### src/rtl/selftest_uart_reporter.sv
// selftest_uart_reporter
//
// Periodically reports the self-test master's error count over a UART TX
// line as the ASCII string "E=XXXX\r\n" (4 upper-case hex digits), 8N1,
// LSB first. The first report starts REPORT_CYCLES clocks after reset
// release, and further reports follow every REPORT_CYCLES clocks.
//
// Build option:
//   ERR_TRIGGER_EN  when defined, an error pulse also requests a report.
//                   It does not restart the period counter. When undefined,
//                   the error input is ignored.
//
// Parameters:
//   CLK_DIV        clocks per UART bit (>= 2)
//   REPORT_CYCLES  clocks between periodic reports (> 80*CLK_DIV)
//
// Ports:
//   clk        system clock, rising edge
//   rst        asynchronous active-high reset
//   error      one-cycle mismatch pulse from the self-test master
//   error_cnt  running mismatch count (16 bits)
//   uart_tx    serial output, idle high
//   busy       high while a message is being shifted out
module selftest_uart_reporter #(
  parameter int CLK_DIV       = 434,
  parameter int REPORT_CYCLES = 50_000_000
) (
  input  logic        clk,
  input  logic        rst,
  input  logic        error,
  input  logic [15:0] error_cnt,
  output logic        uart_tx,
  output logic        busy
);

  localparam int BW = $clog2(CLK_DIV);
  localparam int PW = $clog2(REPORT_CYCLES);

  typedef enum logic [1:0] {
    S_IDLE,
    S_START,
    S_DATA,
    S_STOP
  } state_t;

  state_t          state_q, state_d;
  logic [BW-1:0]   bit_cnt_q, bit_cnt_d;
  logic [2:0]      bit_idx_q, bit_idx_d;
  logic [2:0]      char_idx_q, char_idx_d;
  logic [15:0]     snap_q, snap_d;
  logic            pending_q, pending_d;
  logic [PW-1:0]   period_q, period_d;
  logic            tx_q, tx_d;
  logic            busy_q, busy_d;

  logic            trig_period;
  logic            err_trig;
  logic            trig;
  logic            bit_done;
  logic            start_msg;
  logic [7:0]      cur_char;

`ifdef ERR_TRIGGER_EN
  assign err_trig = error;
`else
  // The error input has no function in this build.
  logic unused_error;
  assign unused_error = error;
  assign err_trig     = 1'b0;
`endif

  function automatic logic [7:0] hex_ascii(input logic [3:0] n);
    if (n < 4'd10) return 8'h30 + {4'h0, n};
    else           return 8'h37 + {4'h0, n};  // 'A' + (n - 10)
  endfunction

  always_comb begin
    cur_char = 8'h00;
    case (char_idx_q)
      3'd0:    cur_char = 8'h45;
      3'd1:    cur_char = 8'h3D;
      3'd2:    cur_char = hex_ascii(snap_q[15:12]);
      3'd3:    cur_char = hex_ascii(snap_q[11:8]);
      3'd4:    cur_char = hex_ascii(snap_q[7:4]);
      3'd5:    cur_char = hex_ascii(snap_q[3:0]);
      3'd6:    cur_char = 8'h0D;
      default: cur_char = 8'h0A;
    endcase
  end

  assign trig_period = (period_q == PW'(REPORT_CYCLES - 1));
  assign trig        = trig_period | err_trig;
  assign bit_done    = (bit_cnt_q == BW'(CLK_DIV - 1));

  always_comb begin
    state_d    = state_q;
    bit_cnt_d  = bit_cnt_q;
    bit_idx_d  = bit_idx_q;
    char_idx_d = char_idx_q;
    snap_d     = snap_q;
    pending_d  = pending_q;
    start_msg  = 1'b0;
    tx_d       = 1'b1;
    busy_d     = 1'b0;

    period_d = trig_period ? '0 : period_q + 1'b1;

    if (state_q != S_IDLE) begin
      bit_cnt_d = bit_done ? '0 : bit_cnt_q + 1'b1;
    end

    case (state_q)
      S_IDLE: begin
        if (pending_q || trig) start_msg = 1'b1;
      end
      S_START: begin
        if (bit_done) begin
          state_d   = S_DATA;
          bit_idx_d = 3'd0;
        end
      end
      S_DATA: begin
        if (bit_done) begin
          if (bit_idx_q == 3'd7) state_d = S_STOP;
          else                   bit_idx_d = bit_idx_q + 3'd1;
        end
      end
      default: begin  // S_STOP
        if (bit_done) begin
          if (char_idx_q == 3'd7) begin
            // A queued request restarts straight from the stop bit so the
            // next message follows with no idle gap.
            if (pending_q || trig) start_msg = 1'b1;
            else                   state_d   = S_IDLE;
          end else begin
            char_idx_d = char_idx_q + 3'd1;
            state_d    = S_START;
          end
        end
      end
    endcase

    // Starting a message consumes the request; a trigger that does not
    // start a message is merged into the single pending flag.
    if (start_msg) begin
      state_d    = S_START;
      snap_d     = error_cnt;
      char_idx_d = 3'd0;
      bit_cnt_d  = '0;
      pending_d  = 1'b0;
    end else if (trig) begin
      pending_d = 1'b1;
    end

    // Outputs are registered from the next state so the line is glitch-free.
    // Entering DATA never changes char_idx or snapshot, so cur_char is valid.
    case (state_d)
      S_START: tx_d = 1'b0;
      S_DATA:  tx_d = cur_char[bit_idx_d];
      default: tx_d = 1'b1;
    endcase
    busy_d = (state_d != S_IDLE);
  end

  always_ff @(posedge clk or posedge rst) begin
    if (rst) begin
      state_q    <= S_IDLE;
      bit_cnt_q  <= '0;
      bit_idx_q  <= '0;
      char_idx_q <= '0;
      snap_q     <= '0;
      pending_q  <= 1'b0;
      period_q   <= '0;
      tx_q       <= 1'b1;
      busy_q     <= 1'b0;
    end else begin
      state_q    <= state_d;
      bit_cnt_q  <= bit_cnt_d;
      bit_idx_q  <= bit_idx_d;
      char_idx_q <= char_idx_d;
      snap_q     <= snap_d;
      pending_q  <= pending_d;
      period_q   <= period_d;
      tx_q       <= tx_d;
      busy_q     <= busy_d;
    end
  end

  assign uart_tx = tx_q;
  assign busy    = busy_q;

endmodule

### config.mk
export PLATFORM = sky130hd
export DESIGN_NAME = selftest_uart_reporter
export DESIGN_NICKNAME = d
export VERILOG_FILES = /design/src/rtl/selftest_uart_reporter.sv
export SDC_FILE = /design/constraint.sdc
export NUM_CORES = 1
export LEC_CHECK = 0
export BUFFER_PORTS_ARGS = -buffer_cell sky130_fd_sc_hd__buf_2
export CAP_MARGIN = 0
export CORE_MARGIN = 3
export CORE_UTILIZATION = 45
export CTS_CLUSTER_DIAMETER = 80
export DETAILED_ROUTE_END_ITERATION = 7
export SYNTH_ARGS = -nofsm -noshare
export SYNTH_HDL_FRONTEND = slang
export SYNTH_SLANG_ARGS = --single-unit
### constraint.sdc
create_clock -name clk -period 4.9 [get_ports clk]
set_input_delay 0.98 -clock clk [delete_from_list [all_inputs] [get_ports clk]]
set_output_delay 0.98 -clock clk [all_outputs]
set_load 0.05 [all_outputs]
# Word level (Yosys, flattened, before mapping)
# Index checks and enable logic that the tools add are counted.
# Widths: inputs -> output; s select.
[op_classes]
n_addsub = 12
n_lt_le_gt_ge = 5
n_eq_ne = 16
mux = 34
n_reduce_logical = 11
[op_table]
columns = ["cell", "count"]
rows = [
  ["$add 6x4->7 const A", 8],
  ["$pmux 7 s7", 1],
  ["$mux 7", 4],
  ["$mux 9", 3],
  ["$add 26x1->26 const B", 1],
  ["$eq 26x26->1 const B", 1],
  ["$mux 26", 1],
  ["$mux 3", 7],
  ["$lt 4x4->1 const B", 4],
  ["$eq 3x3->1 const B", 5],
  ["$mux 2", 7],
  ["$reduce_bool 2->1", 5],
  ["$add 9x1->9 const B", 1],
  ["$eq 9x9->1 const B", 1],
  ["$add 3x1->3 const B", 2],
  ["$eq 3x2->1 const B", 2],
  ["$mux 1", 6],
  ["$pmux 2 s3", 1],
  ["$pmux 3 s2", 1],
  ["$eq 2x1->1 const B", 2],
  ["$eq 2x2->1 const B", 2],
  ["$lt 3x4->1 const B", 1],
  ["$pmux 1 s2", 2],
  ["$bmux 1 s3", 1],
  ["other kinds (9)", 9],
]
[word_totals]
regBits = 62
inputBits = 19
out_inout_bits = 2
word_cells = 87

# Logic depth before layout (Yosys ltp)
[depth]
word_depth = 9
depth_mapped = 10
mapped_depth_nobuf = 9

# Worst setup path before layout
# Ideal clock, no wire load.
[synth_timing]
kind = "register to register"
from = "reg bit_cnt_q[2]"
to = "reg tx_q, in the netlist uart_tx"
setup_ns = 0.064
arrival_time_ns = 2.016
required_time_ns = 4.836
setup_slack_ns = 2.820
path_stages_with_launch = 8
path_buffers = 0
synth_period_minus_slack_ns = 2.080
cell_sequence = "dfrtp_1 -> or4b_4 -> o31a_1 -> o31ai_4 -> and2_4 -> o2111a_1 -> o21ai_1 -> nand3_1"
[synth_via]
elab_chain_cells = 6
word_cells_on_any_way = 16
classes_between = "eq/ne: 3; mux: 13"
[synth_lines]
columns = ["item", "line", "source"]
rows = [
  ["start: declaration", "47", "logic [BW-1:0] bit_cnt_q, bit_cnt_d;"],
  ["start signal: assignment", "178", "bit_cnt_q <= bit_cnt_d;"],
  ["$eq 9x9->1 *", "93", "assign bit_done = (bit_cnt_q == BW'(CLK_DIV - 1));"],
  ["$mux 3 (tied with other cells)", "123", "if (bit_done) begin"],
  ["$pmux 3 s2 (tied with other cells)", "112", "case (state_q)"],
  ["$bmux 1 s3 or $mux 2 (tied branches)", "159, 145", ""],
  ["$mux 1 (implied by the code) (tied with other cells)", "159", "S_DATA: tx_d = cur_char[bit_idx_d];"],
  ["$pmux 1 s2 *", "157", "case (state_d)"],
  ["net tx_d", "53", "logic tx_q, tx_d;"],
  ["end signal: assignment", "184", "tx_q <= tx_d;"],
  ["end: declaration", "53", ""],
]
# Mark *: on every way through the listed nets, which the timed path passes. The rest lies on a longest branch. The select of a mux whose other input is x is not followed.
# A chain may end at the register's enable or synchronous reset.

# Worst setup path after layout
[layout_timing]
from = "reg bit_cnt_q[2]"
to = "reg snap_q[13]"
[layout_via]
elab_chain_cells = 3
[layout_lines]
columns = ["item", "line", "source"]
rows = [
  ["$eq 9x9->1", "93", ""],
  ["$mux 1", "129", "if (bit_done) begin"],
  ["$pmux 1 s2", "112", ""],
  ["end signal: assignment", "181", "snap_q <= snap_d;"],
  ["end: declaration", "50", "logic [15:0] snap_q, snap_d;"],
]
# Every way passes these cells.

==> flow_summary.toml <==
[global_routing]
grt_pass1_vias = 2765
use_met2 = 0.2793
grt_max_degree = 33
grt-busiest-layer = "met2"
grt.overflow.total = 0
track_usage = 0.1839
use_met1 = 0.2645
grt_pass1_wl_um = 13220
antenna_found_initial = 0
grt.met3_usage = 0.03021

[timing]
setup_violations = 0
relSlewSlack = 0.4514
setup_tns_ns = 0
tightest_slew_ns = 0.8198
fin_crit_sh = 0.6384
finalHoldViolations = 0
finalCriticalPeriod_ns = 3.128
fmax_mhz = 319.7
finalMaxSlewViolations = 0
rsz0062_at_grt = "false"
fin_worst_skew_ns = 0.01324

[worst_setup_path]
cp.arrival_ns = 3.38
critPathMaxFanout = 20
critical_path_class = "reg2reg"
worstSetupStartpointType = "register"
end_kind = "register"
worstPathRequired_ns = 5.15

[synthesis]
syn_area_mm2 = 0.003684
synth-seq-cells = 62
synth_top_area_share = 0.4144
synth-main-ff-cell = "dfrtp_1"
synthCells = 418
synth.top_cells.by_count = "61 x dfrtp_1, 53 x nand2_1, 38 x nor2_1, 37 x o21ai_0, 27 x inv_1"
yosysSeqAreaShare = 0.4215
ys_types = 50
syn_avg_cell_area_um2 = 8.812
synth_area_leaders = "dfrtp_1 41%, ha_1 6.5%, nand2_1 5.4%, o21ai_0 5.0%, nor2_1 3.9%"
ys_warn_count = 0
synth_top_area_cell = "dfrtp_1"
synth_most_common_cell = "dfrtp_1"
synth_edf_count = 0
syn-num-nets = 456
ys_async_sr_fraction = 1.000

[placement]
place_congestion = 0.8624
io_buffers = 19
dp_hpwl_um = 5404

[clock_network]
cts_buffer_depth = 2
cts-root-buf = "clkbuf_8"
numCtsBuffers = 9
htreeDepth = 3
cts_setup_buffers = 0
clock_latency_ns = 0.34
cts_tree = "yes"
clock-sinks = 62
clkTransAtPathRegs_ns = 0.07
cts_resized = 0
hold_buffers = 0

[layout]
drive_gt1_frac = 0.1061
num_antenna_cells = 0
final_nets = 476
final_util = 0.5234
area_growth_pct = 11.51
fillers = 755

[detailed_routing]
wl_per_cell_um = 13.94
drt_iter0_drc = 99
vias = 2958
ant_nets = 0
drt_drc_violations_left = 0
avgViaCountPerCell = 5.428
firstDrtPassIters = 4
totalWireLength_um = 7599

[floorplan]
core_mm2 = 0.007848
die_y_um = 96.48
die_w_um = 96.48
fp.dieArea_mm2 = 0.009307
start_util = 0.4694
pin_count = 21
fp-row-count = 32

[power_and_ir_drop]
power_w = 0.001054
leakage_nw = 1.822
power_density_mw_per_mm2 = 256.5
peakVddDrop_uv = 155.0

[run]
cap_violations = 0

[outcome]
status = "completed"

[hold_path]
holdCritPathClass = "reg2reg"
flip-flops by register name (all words and copies together), names as in the netlist:
signal	flops
bit_cnt_q	9
bit_idx_q	3
busy	1
char_idx_q	3
pending_q	1
period_q	26
snap_q	16
state_q	2
uart_tx	1
path summary, 6_finish.rpt:
| path | slack (ns) | cells past startpoint | from | to |
|---|---|---|---|---|
| worst min register to register | 0.46 | 1 | period_q[0] | period_q[0] |
| worst min-delay path | 0.46 | 1 | period_q[0] | period_q[0] |
| worst max-delay path | 1.77 | 7 | bit_cnt_q[2] | snap_q[13] |
| max in group asynchronous | 3.29 | 3 | rst | uart_tx |
| min in group asynchronous | 0.72 | 2 | rst | period_q[12] |
| worst max register to register | 1.77 | 7 | bit_cnt_q[2] | snap_q[13] |
area by class of cell:
| cell class | instances | area [µm²] | area share |
|---|---|---|---|
| clock buffer | 11 | 151.4 | 0.03686 |
| multi-input combinational | 316 | 1976 | 0.4810 |
| clock inverter | 5 | 81.33 | 0.01980 |
| inverter | 27 | 101.3 | 0.02467 |
| timing repair buffer | 22 | 117.6 | 0.02863 |
| tap | 102 | 127.6 | 0.03107 |
| sequential | 62 | 1553 | 0.3780 |
kinds of logic after synthesis:
family / after synthesis / share of synthesized area
fa+ha+maj: 19 / 0.06454
xor+xnor: 27 / 0.06420
flops: 62 / 0.4215
mux: 2 / 0.005435
buf+inv: 40 / 0.04212
compound gates: 98 / 0.1685
simple gates: 170 / 0.2337
power by group:
group          internal [W]  leakage, nW  switching, W  total [W]
registers          0.000511        0.765             0   0.000511
logic            0.00000537        0.942     0.0000114  0.0000168
clock network      0.000314        0.116      0.000211   0.000525
stage by stage:
stage	hold slack (ns)	setup WS, ns	cell area, µm²	instances
finish	0.4568	1.772	4108	545
global route	0.4926	1.499	4108	545
CTS	0.4599	1.777	4108	545
detailed placement	0.4486	1.793	3875	529
global placement	0.4471	1.784	3875	529
floorplan	0.4245	2.380	3684	418
routing by layer:
metal,wire (µm),part of all wire,vias to the layer above
met4,119,0.016,0
li1,-,-,1510
met1,3951,0.52,1401
met5,0,0,-
met2,3334,0.44,37
met3,194,0.026,10
critical path, cell delays in order, from the launching register on:
cell     delay (ns)
dfrtp_1        0.43
or4b_4         0.59
nor2_1         0.66
and3_1         0.28
o21a_1         0.58
buf_4          0.34
nand2_1        0.08
o21ai_0        0.07
placed cells by master (no fill, tap or decap), drive strengths merged, types with 11 or more instances in the layout:
master	instances
nand3	17
dfrtp	61
inv	27
a21oi	22
clkbuf	11
xnor2	16
ha	19
nand2	53
xor2	11
o21ai	40
buf	22
nor2	38
Power figures use the tool's default switching activity.
